`src/rtl/inter_pred_chroma_fetch_pkg.sv`:
```
// Shared types and constants for the chroma reference-patch fetcher.
package inter_pred_chroma_fetch_pkg;

  typedef enum logic [1:0] {
    ST_IDLE  = 2'd0,
    ST_FETCH = 2'd1,
    ST_DRAIN = 2'd2,
    ST_EMIT  = 2'd3
  } state_t;

  localparam int unsigned PATCH_DIM    = 5;
  localparam int unsigned ADDR_W_DEF   = 16;
  localparam int unsigned STRIDE_W_DEF = 8;

endpackage

```
`src/rtl/inter_pred_chroma_fetch_chroma_row_extract.sv`:
```
// Picks five consecutive pixels out of a 64-bit reference word, starting at byte_off.
module chroma_row_extract
  import inter_pred_chroma_fetch_pkg::*;
(
  input  logic [63:0] word,
  input  logic [1:0]  byte_off,
  output logic [39:0] pixels
);

  // byte_off+4 never exceeds 7, so a single word always holds the whole row
  always_comb begin
    pixels = '0;
    unique case (byte_off)
      2'd0:    pixels = word[39:0];
      2'd1:    pixels = word[47:8];
      2'd2:    pixels = word[55:16];
      default: pixels = word[63:24];
    endcase
  end

endmodule

```
`src/rtl/inter_pred_chroma_fetch.sv`:
```
// Fetches a 5x5 chroma reference patch and presents it as four 3x3 windows,
// one per 2x2 output quad, under a valid/ready handshake.
module inter_pred_chroma_fetch
  import inter_pred_chroma_fetch_pkg::*;
#(
  parameter int unsigned ADDR_W   = ADDR_W_DEF,
  parameter int unsigned STRIDE_W = STRIDE_W_DEF
) (
  input  logic                clk,
  input  logic                reset,
  input  logic                start,
  input  logic [ADDR_W-1:0]   ref_addr,
  input  logic [STRIDE_W-1:0] ref_stride,
  input  logic [1:0]          byte_off,
  input  logic [2:0]          xFracC_in,
  input  logic [2:0]          yFracC_in,
  output logic                busy,
  output logic                mem_rd,
  output logic [ADDR_W-1:0]   mem_addr,
  input  logic [63:0]         mem_data,
  output logic                win_valid,
  input  logic                win_ready,
  output logic [1:0]          quad_idx,
  output logic [2:0]          xFracC,
  output logic [2:0]          yFracC,
  output logic [7:0]          Inter_C_window_0_0,
  output logic [7:0]          Inter_C_window_1_0,
  output logic [7:0]          Inter_C_window_2_0,
  output logic [7:0]          Inter_C_window_0_1,
  output logic [7:0]          Inter_C_window_1_1,
  output logic [7:0]          Inter_C_window_2_1,
  output logic [7:0]          Inter_C_window_0_2,
  output logic [7:0]          Inter_C_window_1_2,
  output logic [7:0]          Inter_C_window_2_2,
  output logic                done
);

  state_t                        state_q, state_d;
  logic [2:0]                    row_cnt_q;   // rows already issued
  logic [2:0]                    cap_row_q;   // next patch row to capture
  logic                          rd_q;        // read data arrives this cycle
  logic [ADDR_W-1:0]             base_q;
  logic [STRIDE_W-1:0]           stride_q;
  logic [1:0]                    off_q;
  logic [1:0]                    quad_q;
  logic [PATCH_DIM-1:0][7:0]     patch_q [PATCH_DIM];
  logic [PATCH_DIM-1:0][7:0]     row_pix;
  logic [STRIDE_W+2:0]           row_off;
  logic                          load, issue, accept;
  logic [2:0]                    r0, r1, r2, c0, c1, c2;

  chroma_row_extract u_row_extract (
    .word     (mem_data),
    .byte_off (off_q),
    .pixels   (row_pix)
  );

  assign row_off  = (STRIDE_W+3)'(row_cnt_q) * (STRIDE_W+3)'(stride_q);
  assign busy     = (state_q != ST_IDLE);
  assign quad_idx = quad_q;

  // State register
  always_ff @(posedge clk or posedge reset) begin
    if (reset) state_q <= ST_IDLE;
    else       state_q <= state_d;
  end

  // Next-state logic
  always_comb begin
    state_d = state_q;
    unique case (state_q)
      ST_IDLE:  if (start) state_d = ST_FETCH;
      ST_FETCH: if (row_cnt_q == 3'(PATCH_DIM)) state_d = ST_DRAIN;
      ST_DRAIN: state_d = ST_EMIT;
      ST_EMIT:  if (win_ready && quad_q == 2'd3) state_d = ST_IDLE;
      default:  state_d = ST_IDLE;
    endcase
  end

  // Per-state control strobes for the registered datapath
  always_comb begin
    load   = 1'b0;
    issue  = 1'b0;
    accept = 1'b0;
    unique case (state_q)
      ST_IDLE:  load   = start;
      ST_FETCH: issue  = (row_cnt_q != 3'(PATCH_DIM));
      ST_EMIT:  accept = win_ready;
      default:  ;
    endcase
  end

  // Registered datapath: address generation, row capture, window handshake
  // Row 0 is issued on the start edge itself, so the counter restarts at 1.
  always_ff @(posedge clk or posedge reset) begin
    if (reset) begin
      row_cnt_q <= '0;
      cap_row_q <= '0;
      rd_q      <= 1'b0;
      base_q    <= '0;
      stride_q  <= '0;
      off_q     <= '0;
      quad_q    <= '0;
      xFracC    <= '0;
      yFracC    <= '0;
      mem_rd    <= 1'b0;
      mem_addr  <= '0;
      win_valid <= 1'b0;
      done      <= 1'b0;
      for (int unsigned r = 0; r < PATCH_DIM; r++) patch_q[r] <= '0;
    end else begin
      done   <= 1'b0;
      rd_q   <= mem_rd;
      mem_rd <= load | issue;
      if (load) begin
        base_q    <= ref_addr;
        stride_q  <= ref_stride;
        off_q     <= byte_off;
        xFracC    <= xFracC_in;
        yFracC    <= yFracC_in;
        mem_addr  <= ref_addr;
        row_cnt_q <= 3'd1;
        cap_row_q <= '0;
      end else if (issue) begin
        mem_addr  <= base_q + ADDR_W'(row_off);
        row_cnt_q <= row_cnt_q + 3'd1;
      end
      if (rd_q) begin
        patch_q[cap_row_q] <= row_pix;
        cap_row_q          <= cap_row_q + 3'd1;
      end
      if (state_q == ST_DRAIN) begin
        win_valid <= 1'b1;
        quad_q    <= '0;
      end
      if (accept) begin
        if (quad_q == 2'd3) begin
          win_valid <= 1'b0;
          done      <= 1'b1;
        end else begin
          quad_q <= quad_q + 2'd1;
        end
      end
    end
  end

  assign r0 = {quad_q[1], 1'b0};
  assign r1 = r0 + 3'd1;
  assign r2 = r0 + 3'd2;
  assign c0 = {quad_q[0], 1'b0};
  assign c1 = c0 + 3'd1;
  assign c2 = c0 + 3'd2;

  assign Inter_C_window_0_0 = patch_q[r0][c0];
  assign Inter_C_window_1_0 = patch_q[r0][c1];
  assign Inter_C_window_2_0 = patch_q[r0][c2];
  assign Inter_C_window_0_1 = patch_q[r1][c0];
  assign Inter_C_window_1_1 = patch_q[r1][c1];
  assign Inter_C_window_2_1 = patch_q[r1][c2];
  assign Inter_C_window_0_2 = patch_q[r2][c0];
  assign Inter_C_window_1_2 = patch_q[r2][c1];
  assign Inter_C_window_2_2 = patch_q[r2][c2];

endmodule

```
`config.mk`:
```
export PLATFORM = sky130hd
export DESIGN_NAME = inter_pred_chroma_fetch
export DESIGN_NICKNAME = d
export VERILOG_FILES = /design/src/rtl/inter_pred_chroma_fetch_pkg.sv /design/src/rtl/inter_pred_chroma_fetch_chroma_row_extract.sv /design/src/rtl/inter_pred_chroma_fetch.sv
export SDC_FILE = /design/constraint.sdc
export NUM_CORES = 1
export LEC_CHECK = 0
export BUFFER_PORTS_ARGS = -buffer_cell sky130_fd_sc_hd__buf_2
export CORE_ASPECT_RATIO = 1.2
export CORE_MARGIN = 2
export CORE_UTILIZATION = 39
export DETAILED_ROUTE_END_ITERATION = 16
export PLACE_DENSITY = 0.69
export SYNTH_ARGS = -nofsm -noshare
export SYNTH_HDL_FRONTEND = slang
export SYNTH_SLANG_ARGS = --single-unit
```
`constraint.sdc`:
```
create_clock -name clk -period 20 [get_ports clk]
set_input_delay 3 -clock clk [delete_from_list [all_inputs] [get_ports clk]]
set_output_delay 3 -clock clk [all_outputs]
set_load 0.05 [all_outputs]
```
==> results of run 1 <==
stage by stage:
stage	hold slack (ns)	cells	util (%)	worst slack (ns)	instance area, um2
after floorplan	0.444	1302	-	9.79	13800
after global placement	0.361	1887	42.9	14.38	14900
after detailed placement	0.366	1887	42.9	14.33	14900
after CTS	0.368	1939	45.7	13.93	15900
after global routing	0.382	1940	45.7	13.78	15900
final	0.367	1942	45.8	14.04	15900
final cells by class:
class | count | area (um2) | share of cell area, %
antenna | 3 | 7.51 | 0.0471
clock buffer | 36 | 802 | 5.04
clock inverter | 16 | 183 | 1.15
inverter | 51 | 199 | 1.25
multi-input combinational | 901 | 6510 | 40.8
sequential | 262 | 6570 | 41.2
tap | 462 | 578 | 3.63
timing repair buffer | 211 | 1090 | 6.82
synth_stat cells, types with 16 or more instances:
cell      count
buf_6        16
and2_1       21
o21ai_2      41
a21oi_1      26
buf_2        34
inv_1        51
mux2_2       25
mux2i_1      48
o21ai_0     184
mux4_2       72
dfrtp_1     262
o21ai_1      23
nor2_1       32
ha_1         23
clkbuf_1     28
nand2_1     318
final timing paths:
kind	depth (start not counted)	end	slack [ns]
max reg2reg	10	mem_addr[15]$_DFFE_PP0P_	16.45
min	0	rd_q$_DFF_PP0_	0.37
max	3	Inter_C_window_1_1[0]	14.04
max in group asynchronous	4	patch_q[73]$_DFFE_PP0P_	15.09
min in group asynchronous	2	xFracC[1]$_DFFE_PP0P_	2.62
min reg2reg	0	rd_q$_DFF_PP0_	0.37
cell families (layout without fill, tap and decap cells):
family	Yosys count	after routing	synth area share [%]
xor gates and xnor gates	6	6	0.382
and+or+nand+nor	404	404	12.0
muxes	146	146	17.4
AOI/OAI and AO/OA	307	307	13.2
adders and majority gates	38	38	4.28
other	0	3	0
DFF	262	262	47.7
buffers and inverters	139	314	5.09
flip-flops by register name (all words and copies together), names as in the netlist, 3 cells and up:
| name | cells |
|---|---|
| patch_q | 200 |
| stride_q | 8 |
| xFracC | 3 |
| base_q | 16 |
| cap_row_q | 3 |
| mem_addr | 16 |
| yFracC | 3 |
| row_cnt_q | 3 |
metal layers:
| layer | vias to the layer above | wire [um] | track usage [%] |
|---|---|---|---|
| li1 | 4840 | - | - |
| met1 | 5098 | 16100 | 28.4 |
| met2 | 351 | 17000 | 31.4 |
| met3 | 61 | 2890 | 4.86 |
| met4 | 2 | 993 | 5.73 |
| met5 | - | 13 | 0 |
cell usage in the layout (no fill, tap or decap), types with 4 or more instances in the layout:
cell         n
nand2_1    316
dfrtp_1    258
buf_2      199
o21ai_0    184
mux4_2      72
inv_1       50
mux2i_1     48
o21ai_2     41
nor2_1      32
clkbuf_16   29
a21oi_1     26
mux2_2      25
o21ai_1     23
ha_1        23
and2_1      20
fa_1        15
buf_4       12
nand3_1      8
and3_1       5
clkbuf_8     5
clkinv_2     5
nor3_1       4
==> results.py, run 1 <==
metrics = {
    "clock_network": {
        "cts_buffers": 28,
        "cts_root_buf": "clkbuf_16",
        "post_cts_buffers": 0,
        "cts_htree_levels": 1,
        "cts_tree": "built",
        "path_clk_slew_ns": 0.06,
        "cts.sinks": 262,
        "clk_latency_ns": 0.55,
        "cts-hold-fix-buffers": 0,
        "cts_buffer_depth": 3,
        "cts_resized": 0,
    },
    "drt": {
        "drc_errors": 0,
        "antenna_left": 0,
        "wirelength_um": 37000,
        "via_count": 10400,
        "first_iter_violations": 738,
        "wl_per_cell_um": 19.0,
        "dr.pass1.iters": 4,
        "vias_per_cell": 5.33,
    },
    "die": {
        "die_area_um2": 36800,
        "core_um2": 34800,
        "die_x_um": 175,
        "start_util_pct": 39.5,
        "die_h_um": 210,
        "rows": 75,
        "pin_count": 200,
    },
    "setup_path": {
        "path_delay_family": "buffers and inverters",
        "crit_required_ns": 17.00,
        "end_kind": "primary output",
        "crit_fanout": 51,
        "crit_path_cell_trace": "buf_4, mux4_2, buf_2",
        "crit_type": "flip-flop to primary output",
        "crit_buf_inv": 2,
        "start_kind": "flip-flop",
        "arrival_ns": 2.96,
        "critPathSlowestCell": "buf_4",
        "critPathMaxStageDelay_ns": 0.79,
        "regToRegStartpoint": "row_cnt_q[2]$_DFFE_PP0P_",
        "cp-startpoint": "quad_idx[0]$_DFF_PP0_",
    },
    "grt": {
        "grt_overflow_total": 0,
        "antenna_found_initial": 4,
        "grt_use_total_pct": 20.2,
        "grt_pass1_vias": 10000,
        "grt_max_degree": 116,
        "grt_pass1_wl_um": 58000,
    },
    "synthesis": {
        "ys_ff_latch": 262,
        "synth_cells": 1302,
        "ys.flop_type": "dfrtp_1",
        "seq_area_frac_synth_pct": 47.7,
        "yosysWarningCount": 0,
        "netlist_area_um2": 13800,
        "yosys.area.top_type": "dfrtp_1",
        "synth_fp_nets": 1440,
        "synth.area.top_cells": "dfrtp_1 48%, mux4_2 12%, nand2_1 8.7%",
        "synth_cell_types": 54,
        "netlist.area_leader.share_pct": 47.7,
        "avgSynthCellArea_um2": 10.6,
        "synthArstFlopShare_pct": 100,
        "synth-edff-count": 0,
    },
    "sta": {
        "finalSetupViolations": 0,
        "fin_crit_ns": 5.96,
        "final_hold_viol_count": 0,
        "relSlewSlack_pct": 22.8,
        "drv_slew": 0,
        "worst_slew_pin_slew_ns": 1.16,
        "post-route-period-util_pct": 29.8,
        "rsz0062_at_grt": "no",
        "skew_ns": 0.0162,
        "fmax_ghz": 0.168,
        "tns_ns": 0,
    },
    "layout": {
        "layout-drive-gt1-share_pct": 28.6,
        "layout.nets": 1593,
        "area_growth_pct": 15.8,
        "n_fill_cell": 3205,
    },
    "hold_path": {
        "hold_class": "flip-flop to flip-flop",
        "worst_hold_startpoint": "mem_rd$_DFF_PP0_",
    },
    "placement": {
        "io_buffers": 199,
        "gp_congestion": 0.856,
        "dpl.hpwl_um": 26800,
    },
    "job": {
        "cap_viol_max_count": 0,
    },
    "run_status": {
        "status": "completed",
    },
}
Power of run 1 is left out: the tool's default activity adds up to more than one toggle a clock period on the data nets, which glitch-free logic cannot reach.
==> run 2, diff against run 1 <==
--- a/config.mk
+++ b/config.mk
@@ -10,7 +10,7 @@
 export CORE_MARGIN = 2
 export CORE_UTILIZATION = 39
 export DETAILED_ROUTE_END_ITERATION = 16
-export PLACE_DENSITY = 0.69
+export PLACE_DENSITY = 0.71
 export SYNTH_ARGS = -nofsm -noshare
 export SYNTH_HDL_FRONTEND = slang
 export SYNTH_SLANG_ARGS = --single-unit
==> constraint.sdc (replaced) <==
create_clock -name clk -period 5.3 [get_ports clk]
set_input_delay 0.795 -clock clk [delete_from_list [all_inputs] [get_ports clk]]
set_output_delay 0.795 -clock clk [all_outputs]
set_load 0.05 [all_outputs]
==> results.py, run 2 (synthesized netlist as in run 1, its figures left out) <==
metrics = {
    "grt": {
        "antenna_found_initial": 4,
        "grt_pass1_vias": 10200,
        "grt_use_total_pct": 19.4,
        "grt_max_degree": 134,
        "grt_pass1_wl_um": 56600,
        "grt_overflow_total": 0,
    },
    "layout": {
        "largest_reg_flops": 200,
        "layout-drive-gt1-share_pct": 28.3,
        "layout.nets": 1595,
        "reg_top3": "patch_q x200, base_q x16, mem_addr x16",
        "final_common_cell": "nand2_1",
        "insertedDiodeCount": 0,
        "max_flop_register": "patch_q",
        "area_growth_pct": 16.1,
        "mostFrequentLayoutCells": "316 x nand2_1, 258 x dfrtp_1, 199 x buf_2",
    },
    "die": {
        "core_um2": 34800,
        "rows": 75,
        "pin_count": 200,
        "die_area_um2": 36800,
        "start_util_pct": 39.5,
        "die_h_um": 210,
        "die_x_um": 175,
    },
    "clock_network": {
        "cts_buffers": 28,
        "cts.sinks": 262,
        "path_clk_slew_ns": 0.06,
        "cts_root_buf": "clkbuf_16",
        "cts-hold-fix-buffers": 0,
        "post_cts_buffers": 0,
        "cts_resized": 0,
        "cts_htree_levels": 1,
        "cts_tree": "built",
        "cts_buffer_depth": 3,
        "clk_latency_ns": 0.55,
    },
    "setup_path": {
        "crit_required_ns": 4.51,
        "r2r-end": "mem_addr[12]$_DFFE_PP0P_",
        "cp-startpoint": "quad_idx[0]$_DFF_PP0_",
        "worstSetupPathDepth": 3,
        "critPathSlowestCell": "dfrtp_4",
        "r2r_slack_ns": 1.85,
        "crit_fanout": 46,
        "regToRegStartpoint": "row_cnt_q[2]$_DFFE_PP0P_",
        "start_kind": "flip-flop",
        "crit_buf_inv": 2,
        "critPathMaxStageDelay_ns": 0.96,
        "reg2reg_depth": 11,
        "end_kind": "primary output",
        "crit_end": "Inter_C_window_1_0[1]",
        "crit_path_cell_trace": "buf_4, mux4_2, buf_2",
        "arrival_ns": 2.86,
        "path_delay_family": "flip-flops",
        "crit_type": "flip-flop to primary output",
    },
    "drt": {
        "first_iter_violations": 631,
        "via_count": 10200,
        "drc_errors": 0,
        "vias_per_cell": 5.26,
        "wirelength_um": 35500,
        "wl_per_cell_um": 18.3,
        "antenna_left": 0,
        "dr.pass1.iters": 5,
    },
    "sta": {
        "fin_crit_ns": 3.66,
        "drv_slew": 0,
        "skew_ns": 0.0148,
        "tns_ns": 0,
        "relSlewSlack_pct": 26.5,
        "worst_slew_pin_slew_ns": 1.10,
        "hold_ws_ns": 0.172,
        "final_hold_viol_count": 0,
        "post-route-period-util_pct": 69.0,
        "rsz0062_at_grt": "no",
        "finalSetupViolations": 0,
        "fmax_ghz": 0.273,
    },
    "hold_path": {
        "hold_class": "primary input to asynchronous set/reset pin",
    },
    "placement": {
        "io_buffers": 199,
        "dpl.hpwl_um": 25300,
        "gp_congestion": 0.888,
    },
    "run_status": {
        "status": "completed",
    },
    "job": {
        "cap_viol_max_count": 0,
    },
}
## run 2: changes by cell type in the layout (fill, tap and decap cells not counted), sizes merged
cell,delta
clkinv,-4
buf,+2
inv,-3
diode,-3
clkbuf,+2
bufinv,+3
clkinvlp,+1
## run 2: layer usage
metal	vias up	track usage (%)	wire length, um
met5	-	0	23
met4	4	4.73	799
met3	56	3.46	2230
met2	305	32.2	17100
met1	5002	26.6	15400
li1	4831	-	-
## run 2: worst min-delay path by stage
stage	end	slack [ns]	cells after the start
after CTS	patch_q[162]$_DFFE_PP0P_	0.15	2
after detailed placement	rd_q$_DFF_PP0_	0.41	0
after floorplan	patch_q[192]$_DFFE_PP0P_	0.44	2
final	patch_q[82]$_DFFE_PP0P_	0.17	2
after global routing	patch_q[82]$_DFFE_PP0P_	0.16	2
after global placement	rd_q$_DFF_PP0_	0.40	0
## run 2: through the flow
stage | util [%] | cells | cell area [um2] | setup slack, ns
2_1_floorplan | - | 1302 | 13800 | 1.05
3_3_place_gp | 43.0 | 1889 | 15000 | 1.95
3_5_place_dp | 43.0 | 1889 | 15000 | 1.86
4_1_cts | 45.9 | 1940 | 16000 | 1.57
5_1_grt | 45.9 | 1940 | 16000 | 1.47
6_report | 45.9 | 1940 | 16000 | 1.64
## run 2: cell type report
| cell class | count | area (um2) |
|---|---|---|
| multi-input cells | 901 | 6510 |
| clock inverters | 13 | 235 |
| well taps | 462 | 578 |
| inverters | 51 | 195 |
| repair buffers | 213 | 1110 |
| flip-flops and latches | 262 | 6570 |
| clock buffers | 38 | 768 |
| fillers | 3226 | 18800 |
## run 2: worst register-to-register path: stages (launching register included)
cell,delay [ns]
dfrtp_1,0.49
and2_1,0.21
fa_1,0.53
inv_1,0.05
fa_1,0.49
inv_1,0.04
ha_1,0.36
a21oi_1,0.21
o211ai_1,0.22
a211oi_2,0.33
mux2i_1,0.22
o221ai_1,0.14
Power of run 2 is left out for the same reason.
